$ cat src/rtl/framebuffer_plot_writer_pkg.sv
// Shared screen geometry, palette, FSM states and plot record for the framebuffer writer.
// Latency: n/a (declarations only).
// Backpressure: n/a.
package framebuffer_plot_writer_pkg;

    localparam int SCREEN_W   = 320;
    localparam int SCREEN_H   = 240;
    localparam int X_W        = 9;
    localparam int Y_W        = 8;
    localparam int COLOR_W    = 3;
    localparam int ADDR_W     = 17;
    localparam int NUM_PIXELS = SCREEN_W * SCREEN_H;

    localparam logic [COLOR_W-1:0] BLACK   = 3'b000;
    localparam logic [COLOR_W-1:0] BLUE    = 3'b001;
    localparam logic [COLOR_W-1:0] GREEN   = 3'b010;
    localparam logic [COLOR_W-1:0] CYAN    = 3'b011;
    localparam logic [COLOR_W-1:0] RED     = 3'b100;
    localparam logic [COLOR_W-1:0] MAGENTA = 3'b101;
    localparam logic [COLOR_W-1:0] YELLOW  = 3'b110;
    localparam logic [COLOR_W-1:0] WHITE   = 3'b111;

    typedef enum logic [1:0] {
        IDLE  = 2'd0,
        WRITE = 2'd1,
        CLEAR = 2'd2
    } state_t;

    typedef struct packed {
        logic [X_W-1:0]     x;
        logic [Y_W-1:0]     y;
        logic [COLOR_W-1:0] color;
    } plot_t;

    // y*320 + x built from shifts so no multiplier is needed.
    function automatic logic [ADDR_W-1:0] pixel_addr(input logic [X_W-1:0] x,
                                                     input logic [Y_W-1:0] y);
        logic [ADDR_W-1:0] w_y;
        logic [ADDR_W-1:0] w_x;
        w_y = ADDR_W'(y);
        w_x = ADDR_W'(x);
        return (w_y << 8) + (w_y << 6) + w_x;
    endfunction

endpackage

$ cat src/rtl/framebuffer_plot_writer_if.sv
// Plot stream in, framebuffer write port and status out.
// Latency: n/a (wiring only).
// Backpressure: none; the plot stream has no ready signal.
interface framebuffer_plot_writer_if;
    import framebuffer_plot_writer_pkg::*;

    logic               plot;
    logic [X_W-1:0]     xCoordinate;
    logic [Y_W-1:0]     yCoordinate;
    logic [COLOR_W-1:0] colorToDraw;
    logic               clear;
    logic [COLOR_W-1:0] clear_color;
    logic [ADDR_W-1:0]  mem_addr;
    logic [COLOR_W-1:0] mem_data;
    logic               mem_we;
    logic               busy;
    logic               overflow;
    logic               oob_drop;

    modport master (
        output plot, xCoordinate, yCoordinate, colorToDraw, clear, clear_color,
        input  mem_addr, mem_data, mem_we, busy, overflow, oob_drop
    );

    modport slave (
        input  plot, xCoordinate, yCoordinate, colorToDraw, clear, clear_color,
        output mem_addr, mem_data, mem_we, busy, overflow, oob_drop
    );

endinterface

$ cat src/rtl/framebuffer_plot_writer_plot_fifo.sv
// Small synchronous FIFO for plot records; DEPTH must be a power of two, at least 2.
// Latency: pushed entry visible at o_pop_dat the cycle after the push.
// Backpressure: push ignored when full unless a pop happens in the same cycle.
module framebuffer_plot_writer_plot_fifo #(
    parameter int WIDTH = 20,
    parameter int DEPTH = 4
) (
    input  logic             i_clock,
    input  logic             i_reset,
    input  logic             i_push,
    input  logic [WIDTH-1:0] i_push_dat,
    input  logic             i_pop,
    output logic [WIDTH-1:0] o_pop_dat,
    output logic             o_full,
    output logic             o_empty
);
    localparam int AW = $clog2(DEPTH);

    logic [WIDTH-1:0] r_mem [DEPTH];
    logic [AW-1:0]    r_wr_ptr;
    logic [AW-1:0]    r_rd_ptr;
    logic [AW:0]      r_count;
    logic             w_do_push;
    logic             w_do_pop;

    assign o_full    = (r_count == (AW+1)'(DEPTH));
    assign o_empty   = (r_count == '0);
    assign w_do_pop  = i_pop & ~o_empty;
    assign w_do_push = i_push & (~o_full | w_do_pop);
    assign o_pop_dat = r_mem[r_rd_ptr];

    always_ff @(posedge i_clock) begin
        if (w_do_push) begin
            r_mem[r_wr_ptr] <= i_push_dat;
        end
    end

    always_ff @(posedge i_clock) begin
        if (i_reset) begin
            r_wr_ptr <= '0;
            r_rd_ptr <= '0;
            r_count  <= '0;
        end else begin
            if (w_do_push) r_wr_ptr <= r_wr_ptr + AW'(1);
            if (w_do_pop)  r_rd_ptr <= r_rd_ptr + AW'(1);
            case ({w_do_push, w_do_pop})
                2'b10:   r_count <= r_count + (AW+1)'(1);
                2'b01:   r_count <= r_count - (AW+1)'(1);
                default: r_count <= r_count;
            endcase
        end
    end

endmodule

$ cat src/rtl/framebuffer_plot_writer.sv
// Plot-stream to framebuffer writer with full-screen clear sweep; PLOT_BOUNDS_CHECK_EN drops off-screen plots.
// Latency: plot to mem_we 2 cycles when idle; one write per clock sustained.
// Backpressure: none upstream; plots arriving with the FIFO full are dropped and flagged in overflow.
module framebuffer_plot_writer
    import framebuffer_plot_writer_pkg::*;
#(
    parameter int FIFO_DEPTH = 4
) (
    input logic                      i_clock,
    input logic                      i_reset,
    framebuffer_plot_writer_if.slave fb
);
    state_t             r_state;
    state_t             w_state_nxt;
    plot_t              w_plot_in;
    plot_t              w_head;
    logic               w_push;
    logic               w_pop;
    logic               w_full;
    logic               w_empty;
    logic               r_clear_d;
    logic               r_clr_pend;
    logic [COLOR_W-1:0] r_clr_color;
    logic               w_clear_rise;
    logic               w_clr_req;
    logic               w_clr_start;
    logic [COLOR_W-1:0] w_clr_color;
    logic               r_mem_we;
    logic [ADDR_W-1:0]  r_mem_addr;
    logic [COLOR_W-1:0] r_mem_data;
    logic               w_mem_we_nxt;
    logic [ADDR_W-1:0]  w_mem_addr_nxt;
    logic [COLOR_W-1:0] w_mem_data_nxt;
    logic               r_overflow;

    assign w_plot_in = '{x: fb.xCoordinate, y: fb.yCoordinate, color: fb.colorToDraw};

`ifdef PLOT_BOUNDS_CHECK_EN
    logic w_in_bounds;
    logic r_oob_drop;

    assign w_in_bounds = (fb.xCoordinate < X_W'(SCREEN_W)) && (fb.yCoordinate < Y_W'(SCREEN_H));
    assign w_push      = fb.plot & w_in_bounds;

    always_ff @(posedge i_clock) begin
        if (i_reset)                        r_oob_drop <= 1'b0;
        else if (fb.plot && !w_in_bounds)   r_oob_drop <= 1'b1;
    end
    assign fb.oob_drop = r_oob_drop;
`else
    assign w_push      = fb.plot;
    assign fb.oob_drop = 1'b0;
`endif

    framebuffer_plot_writer_plot_fifo #(
        .WIDTH ($bits(plot_t)),
        .DEPTH (FIFO_DEPTH)
    ) u_fifo (
        .i_clock    (i_clock),
        .i_reset    (i_reset),
        .i_push     (w_push),
        .i_push_dat (w_plot_in),
        .i_pop      (w_pop),
        .o_pop_dat  (w_head),
        .o_full     (w_full),
        .o_empty    (w_empty)
    );

    // A clear edge seen while writing plots is held until the FSM is back in IDLE.
    assign w_clear_rise = fb.clear & ~r_clear_d;
    assign w_clr_req    = r_clr_pend | w_clear_rise;
    assign w_clr_color  = w_clear_rise ? fb.clear_color : r_clr_color;

    always_comb begin
        w_state_nxt    = r_state;
        w_pop          = 1'b0;
        w_clr_start    = 1'b0;
        w_mem_we_nxt   = 1'b0;
        w_mem_addr_nxt = r_mem_addr;
        w_mem_data_nxt = r_mem_data;
        unique case (r_state)
            IDLE: begin
                if (w_clr_req) begin
                    w_clr_start    = 1'b1;
                    w_state_nxt    = CLEAR;
                    w_mem_we_nxt   = 1'b1;
                    w_mem_addr_nxt = '0;
                    w_mem_data_nxt = w_clr_color;
                end else if (!w_empty) begin
                    w_pop          = 1'b1;
                    w_state_nxt    = WRITE;
                    w_mem_we_nxt   = 1'b1;
                    w_mem_addr_nxt = pixel_addr(w_head.x, w_head.y);
                    w_mem_data_nxt = w_head.color;
                end
            end
            WRITE: begin
                if (!w_clr_req && !w_empty) begin
                    w_pop          = 1'b1;
                    w_mem_we_nxt   = 1'b1;
                    w_mem_addr_nxt = pixel_addr(w_head.x, w_head.y);
                    w_mem_data_nxt = w_head.color;
                end else begin
                    w_state_nxt = IDLE;
                end
            end
            CLEAR: begin
                // The registered address doubles as the sweep counter.
                if (r_mem_addr == ADDR_W'(NUM_PIXELS - 1)) begin
                    w_state_nxt = IDLE;
                end else begin
                    w_mem_we_nxt   = 1'b1;
                    w_mem_addr_nxt = r_mem_addr + ADDR_W'(1);
                end
            end
            default: w_state_nxt = IDLE;
        endcase
    end

    always_ff @(posedge i_clock) begin
        if (i_reset) begin
            r_state     <= IDLE;
            r_mem_we    <= 1'b0;
            r_mem_addr  <= '0;
            r_mem_data  <= '0;
            r_clear_d   <= 1'b0;
            r_clr_pend  <= 1'b0;
            r_clr_color <= '0;
            r_overflow  <= 1'b0;
        end else begin
            r_state    <= w_state_nxt;
            r_mem_we   <= w_mem_we_nxt;
            r_mem_addr <= w_mem_addr_nxt;
            r_mem_data <= w_mem_data_nxt;
            r_clear_d  <= fb.clear;
            if (w_clr_start) begin
                r_clr_pend <= 1'b0;
            end else if (w_clear_rise && r_state != CLEAR) begin
                r_clr_pend <= 1'b1;
            end
            if (w_clear_rise && r_state != CLEAR) begin
                r_clr_color <= fb.clear_color;
            end
            if (w_push && w_full && !w_pop) begin
                r_overflow <= 1'b1;
            end
        end
    end

    assign fb.mem_we   = r_mem_we;
    assign fb.mem_addr = r_mem_addr;
    assign fb.mem_data = r_mem_data;
    assign fb.overflow = r_overflow;
    assign fb.busy     = (r_state != IDLE) | ~w_empty;

endmodule

$ cat src/flat_wrapper.sv
// flat-port wrapper written by rule: the top's interface ports become plain ports
module framebuffer_plot_writer_flat import framebuffer_plot_writer_pkg::*;
#(
    parameter int FIFO_DEPTH = 4
)
  (i_clock, i_reset, fb_plot, fb_xCoordinate, fb_yCoordinate, fb_colorToDraw, fb_clear, fb_clear_color, fb_mem_addr, fb_mem_data, fb_mem_we, fb_busy, fb_overflow, fb_oob_drop);
  framebuffer_plot_writer_if fb_i ();
  input logic i_clock;
  input logic i_reset;
  input wire logic [$bits(fb_i.plot)-1:0] fb_plot;
  input wire logic [$bits(fb_i.xCoordinate)-1:0] fb_xCoordinate;
  input wire logic [$bits(fb_i.yCoordinate)-1:0] fb_yCoordinate;
  input wire logic [$bits(fb_i.colorToDraw)-1:0] fb_colorToDraw;
  input wire logic [$bits(fb_i.clear)-1:0] fb_clear;
  input wire logic [$bits(fb_i.clear_color)-1:0] fb_clear_color;
  output wire logic [$bits(fb_i.mem_addr)-1:0] fb_mem_addr;
  output wire logic [$bits(fb_i.mem_data)-1:0] fb_mem_data;
  output wire logic [$bits(fb_i.mem_we)-1:0] fb_mem_we;
  output wire logic [$bits(fb_i.busy)-1:0] fb_busy;
  output wire logic [$bits(fb_i.overflow)-1:0] fb_overflow;
  output wire logic [$bits(fb_i.oob_drop)-1:0] fb_oob_drop;
  assign fb_i.plot = fb_plot;
  assign fb_i.xCoordinate = fb_xCoordinate;
  assign fb_i.yCoordinate = fb_yCoordinate;
  assign fb_i.colorToDraw = fb_colorToDraw;
  assign fb_i.clear = fb_clear;
  assign fb_i.clear_color = fb_clear_color;
  assign fb_mem_addr = fb_i.mem_addr;
  assign fb_mem_data = fb_i.mem_data;
  assign fb_mem_we = fb_i.mem_we;
  assign fb_busy = fb_i.busy;
  assign fb_overflow = fb_i.overflow;
  assign fb_oob_drop = fb_i.oob_drop;
  framebuffer_plot_writer #(.FIFO_DEPTH(FIFO_DEPTH)) u_core (.i_clock(i_clock), .i_reset(i_reset), .fb(fb_i));
endmodule
$ cat config.mk
export PLATFORM = sky130hd
export DESIGN_NAME = framebuffer_plot_writer_flat
export DESIGN_NICKNAME = d
export VERILOG_FILES = /design/src/rtl/framebuffer_plot_writer_pkg.sv /design/src/rtl/framebuffer_plot_writer_if.sv /design/src/rtl/framebuffer_plot_writer_plot_fifo.sv /design/src/rtl/framebuffer_plot_writer.sv /design/src/flat_wrapper.sv
export SDC_FILE = /design/constraint.sdc
export NUM_CORES = 1
export LEC_CHECK = 0
export CORE_ASPECT_RATIO = 1.25
export CORE_MARGIN = 2
export CORE_UTILIZATION = 58
export CTS_BUF_LIST = sky130_fd_sc_hd__clkbuf_8
export DETAILED_ROUTE_END_ITERATION = 12
export PLACE_DENSITY = 0.81
export SLEW_MARGIN = 30
export SYNTH_ARGS = -nofsm -noshare
export SYNTH_HDL_FRONTEND = slang
export SYNTH_SLANG_ARGS = --single-unit
$ cat constraint.sdc
create_clock -name i_clock -period 4.4 [get_ports i_clock]
set_clock_uncertainty 0.15 [all_clocks]
set_input_delay 0.44 -clock i_clock [delete_from_list [all_inputs] [get_ports i_clock]]
set_output_delay 0.44 -clock i_clock [all_outputs]
set_load 0.01 [all_outputs]
==> impl_metrics.env <==
export IMPL_fin_nets=538
export IMPL_antenna_cells=0
export IMPL_worstPathCellList="buf_4 -> mux4_2 -> ha_1 -> ha_1 -> a21oi_1 -> nand2_1 -> a221oi_1 -> xnor2_1 -> nand3_1 -> a31oi_1"
export IMPL_synthSimpleGateAreaFrac=0.108
export IMPL_grt_pass1_wl_microns=18100
export IMPL_cp_arrival_ns=3.79
export IMPL_post_place_ws_ns=0.832
export IMPL_power_net_switching_mw=1.47
export IMPL_min_path_type="register to register"
export IMPL_irDropWorstVdd_mv=0.285
export IMPL_numCtsBuffers=17
export IMPL_grt_max_degree=25
export IMPL_fin_area_sq_mm=0.00642
export IMPL_synth_cell_type_count=56
export IMPL_crit_required_ns=4.61
export IMPL_fin_util=0.700
export IMPL_synth_mux_area_frac=0.0898
export IMPL_ys_ff_latch=118
export IMPL_first_pass_iters=6
export IMPL_crit_type="register to register"
export IMPL_cts_sinks=118
export IMPL_track_usage=0.232
export IMPL_p_seq_frac=0.373
export IMPL_cts_tree="yes"
export IMPL_ctsHoldBuffers=0
export IMPL_path_max_fanout=13
export IMPL_cpMostUsedCell="ha_1"
export IMPL_grt_overflow_total=0
export IMPL_viasPerCell=6.02
export IMPL_regToRegEndpoint="u_core.fb.mem_addr[15]"
export IMPL_syn_nets=483
export IMPL_min_delay_path_depth=2
export IMPL_max_stage_delay_ns=0.62
export IMPL_clk_path_buf_depth=2
export IMPL_hpwl_microns=7650
export IMPL_avgSynthCellArea_sq_um=12.8
export IMPL_dieArea_sq_mm=0.0102
export IMPL_internal_power_mw=2.57
export IMPL_timing_final_crit_share=0.812
export IMPL_swShare=0.364
export IMPL_synth_edff_count=80
export IMPL_cts_resized=0
export IMPL_htree_levels=4
export IMPL_combPwrFrac=0.409
export IMPL_cts_setup_buffers=0
export IMPL_slew_violations=0
export IMPL_clk_pin_slew_ns=0.07
export IMPL_via_count=3725
export IMPL_drt_iter0_drc=266
export IMPL_wirelength_microns=11200
export IMPL_fin_cells=619
export IMPL_die_x_microns=90.8
export IMPL_synth_xor_area_share=0.0192
export IMPL_antenna_found_initial=0
export IMPL_tightest_slew_ns=0.940
export IMPL_netlist_instances=428
export IMPL_period_needed_ns=3.57
export IMPL_power_share_clock=0.218
export IMPL_syn_to_final_growth_pct=17.5
export IMPL_ff2ff_path_depth=10
export IMPL_core_sq_mm=0.00917
export IMPL_hold_viol_final=0
export IMPL_tns_ns=0
export IMPL_min_from="u_core.r_clr_color[1]"
export IMPL_power_density_mw_per_mm2=630
export IMPL_start_util=0.595
export IMPL_min_to="u_core.r_clr_color[1]"
export IMPL_crit_path_top_delay_cell="dfxtp_1"
export IMPL_wire_per_inst_microns=18.0
export IMPL_dpl_cell_area_sq_mm=0.00606
export IMPL_grt_pass1_vias=3662
export IMPL_synthFlopType="edfxtp_1"
export IMPL_r2r_slack_ns=0.83
export IMPL_synth_cell_area_sq_mm=0.00546
export IMPL_synth_top_family_by_area="simple AND/OR/NAND/NOR gates"
export IMPL_max_slew_margin=0.372
export IMPL_status="complete, no violations"
export IMPL_setup_ws_ns=0.828
export IMPL_end_kind="register"
export IMPL_drc=0
export IMPL_finalSetupViolCount=0
export IMPL_insertion_delay_ns=0.44
export IMPL_synthArstFlopShare=0
export IMPL_layout_drive_gt1_share=0.131
export IMPL_power_leakage_nw=2.27
export IMPL_max_freq_ghz=0.280
export IMPL_io_pins=51
export IMPL_dp_cells=587
export IMPL_synth_fa_ha_area_frac=0.0683
export IMPL_rsz0062_at_grt="false"
export IMPL_ys_seq_area_frac=0.579
export IMPL_synth_compound_area_share=0.105
export IMPL_ys_warnings_count=0
export IMPL_max_cap_violations=0
export IMPL_fp_row_count=39
export IMPL_globalplace_congestion=0.909
export IMPL_startpoint_type="register"
export IMPL_finalPower_mw=4.04
export IMPL_ant_nets=0
export IMPL_fp_dieH_microns=112
export IMPL_portBuffers=49
export IMPL_cts_root_buffer="clkbuf_8"
export IMPL_holdWs_ns=0.343
layout by cell type, fill, tap and decap left out, types with 13 or more instances in the layout:
cell             instances
edfxtp_1                80
mux4_2                  20
clkdlybuf4s50_1         49
nor2_1                  36
a21oi_1                 21
dfxtp_1                 38
ha_1                    25
nand2_1                 27
o21ai_0                 16
inv_1                   22
nand3_1                 13
clkbuf_8                18
cell type report:
cell class,count,area (sq um)
well taps,123,154
fillers,659,2750
clock inverters,14,113
clock buffers,18,248
multi-input cells,272,2140
inverters,21,78.8
repair buffers,53,520
flip-flops and latches,118,3160
worst max-delay path, delay by kind of cell, from the launching register on:
kind | cells | cell delay (ns)
mux | 1 | 0.61
compound gates | 3 | 0.72
simple gates | 2 | 0.16
fa+ha+maj | 2 | 0.71
xor+xnor | 1 | 0.16
flops | 1 | 0.62
buf+inv | 1 | 0.37
cells in the mapped netlist (3+ instances only):
master | n | area share
nor3_1 | 9 | 0.0082
dfxtp_1 | 38 | 0.14
mux2i_1 | 4 | 0.0073
buf_2 | 5 | 0.0046
a31oi_1 | 9 | 0.010
inv_1 | 21 | 0.014
nor4_1 | 3 | 0.0034
o21ai_0 | 16 | 0.015
a211oi_1 | 4 | 0.0055
ha_1 | 25 | 0.057
nand2b_1 | 4 | 0.0046
mux4_2 | 20 | 0.082
and2_1 | 3 | 0.0034
xnor2_1 | 6 | 0.0096
a22oi_1 | 4 | 0.0055
nand4_1 | 9 | 0.010
clkbuf_1 | 9 | 0.0062
a21oi_1 | 21 | 0.019
and3_1 | 5 | 0.0057
a221oi_1 | 4 | 0.0064
xor2_1 | 6 | 0.0096
or2_2 | 3 | 0.0034
edfxtp_1 | 80 | 0.44
o2bb2ai_1 | 3 | 0.0048
nor2_1 | 36 | 0.025
fa_1 | 3 | 0.011
nand3_1 | 13 | 0.012
nand2_1 | 27 | 0.019
cells by family (layout without fill, tap and decap cells):
logic type | Yosys count | in the layout
mux | 24 | 24
buf+inv | 38 | 106
fa+ha+maj | 28 | 28
flops | 118 | 118
compound gates | 85 | 85
simple gates | 122 | 122
other cells | 1 | 1
xor+xnor | 12 | 12
state kept, by name (all words and copies together) (netlist names), named ones only:
register and flops:
u_core.r_clear_d 1, u_core.fb.overflow 1, u_core.u_fifo.r_rd_ptr 2, u_core.fb.mem_data 3
u_core.fb.mem_addr 17, u_core.fb.mem_we 1, u_core.r_clr_pend 1, u_core.u_fifo.r_count 3
u_core.u_fifo.r_wr_ptr 2, u_core.r_state 2, u_core.u_fifo.r_mem 80, u_core.r_clr_color 3
worst max path at each step:
| stage | start | to | slack [ns] | cells past startpoint |
|---|---|---|---|---|
| global route | register | u_core.fb.mem_addr[15] | 0.54 | 10 |
| floorplan | register | u_core.fb.mem_addr[15] | 0.86 | 12 |
| global placement | register | u_core.fb.mem_addr[15] | 0.88 | 10 |
| finish | register | u_core.fb.mem_addr[15] | 0.83 | 10 |
| CTS | register | u_core.fb.mem_addr[15] | 0.78 | 10 |
| detailed placement | register | u_core.fb.mem_addr[15] | 0.83 | 10 |
metal layers:
layer  global-route usage  part of all wire  vias up  wire length [microns]
li1                     -                 -     1746                      -
met1                0.285              0.42     1809                   4660
met2                0.386              0.50      151                   5600
met3               0.0664             0.064       19                    713
met4               0.0970             0.016        0                    178
met5                    0                 0        -                      0
power groups by stage:
stage	Combinational, mW	Sequential (mW)	Clock [mW]
2_1_floorplan	1.16	1.51	0
3_3_place_gp	1.58	1.52	0
6_report	1.65	1.51	0.882
4_1_cts	1.65	1.51	0.893
5_1_grt	1.83	1.53	0.944
3_5_place_dp	1.63	1.53	0
Power figures use the tool's default switching activity.
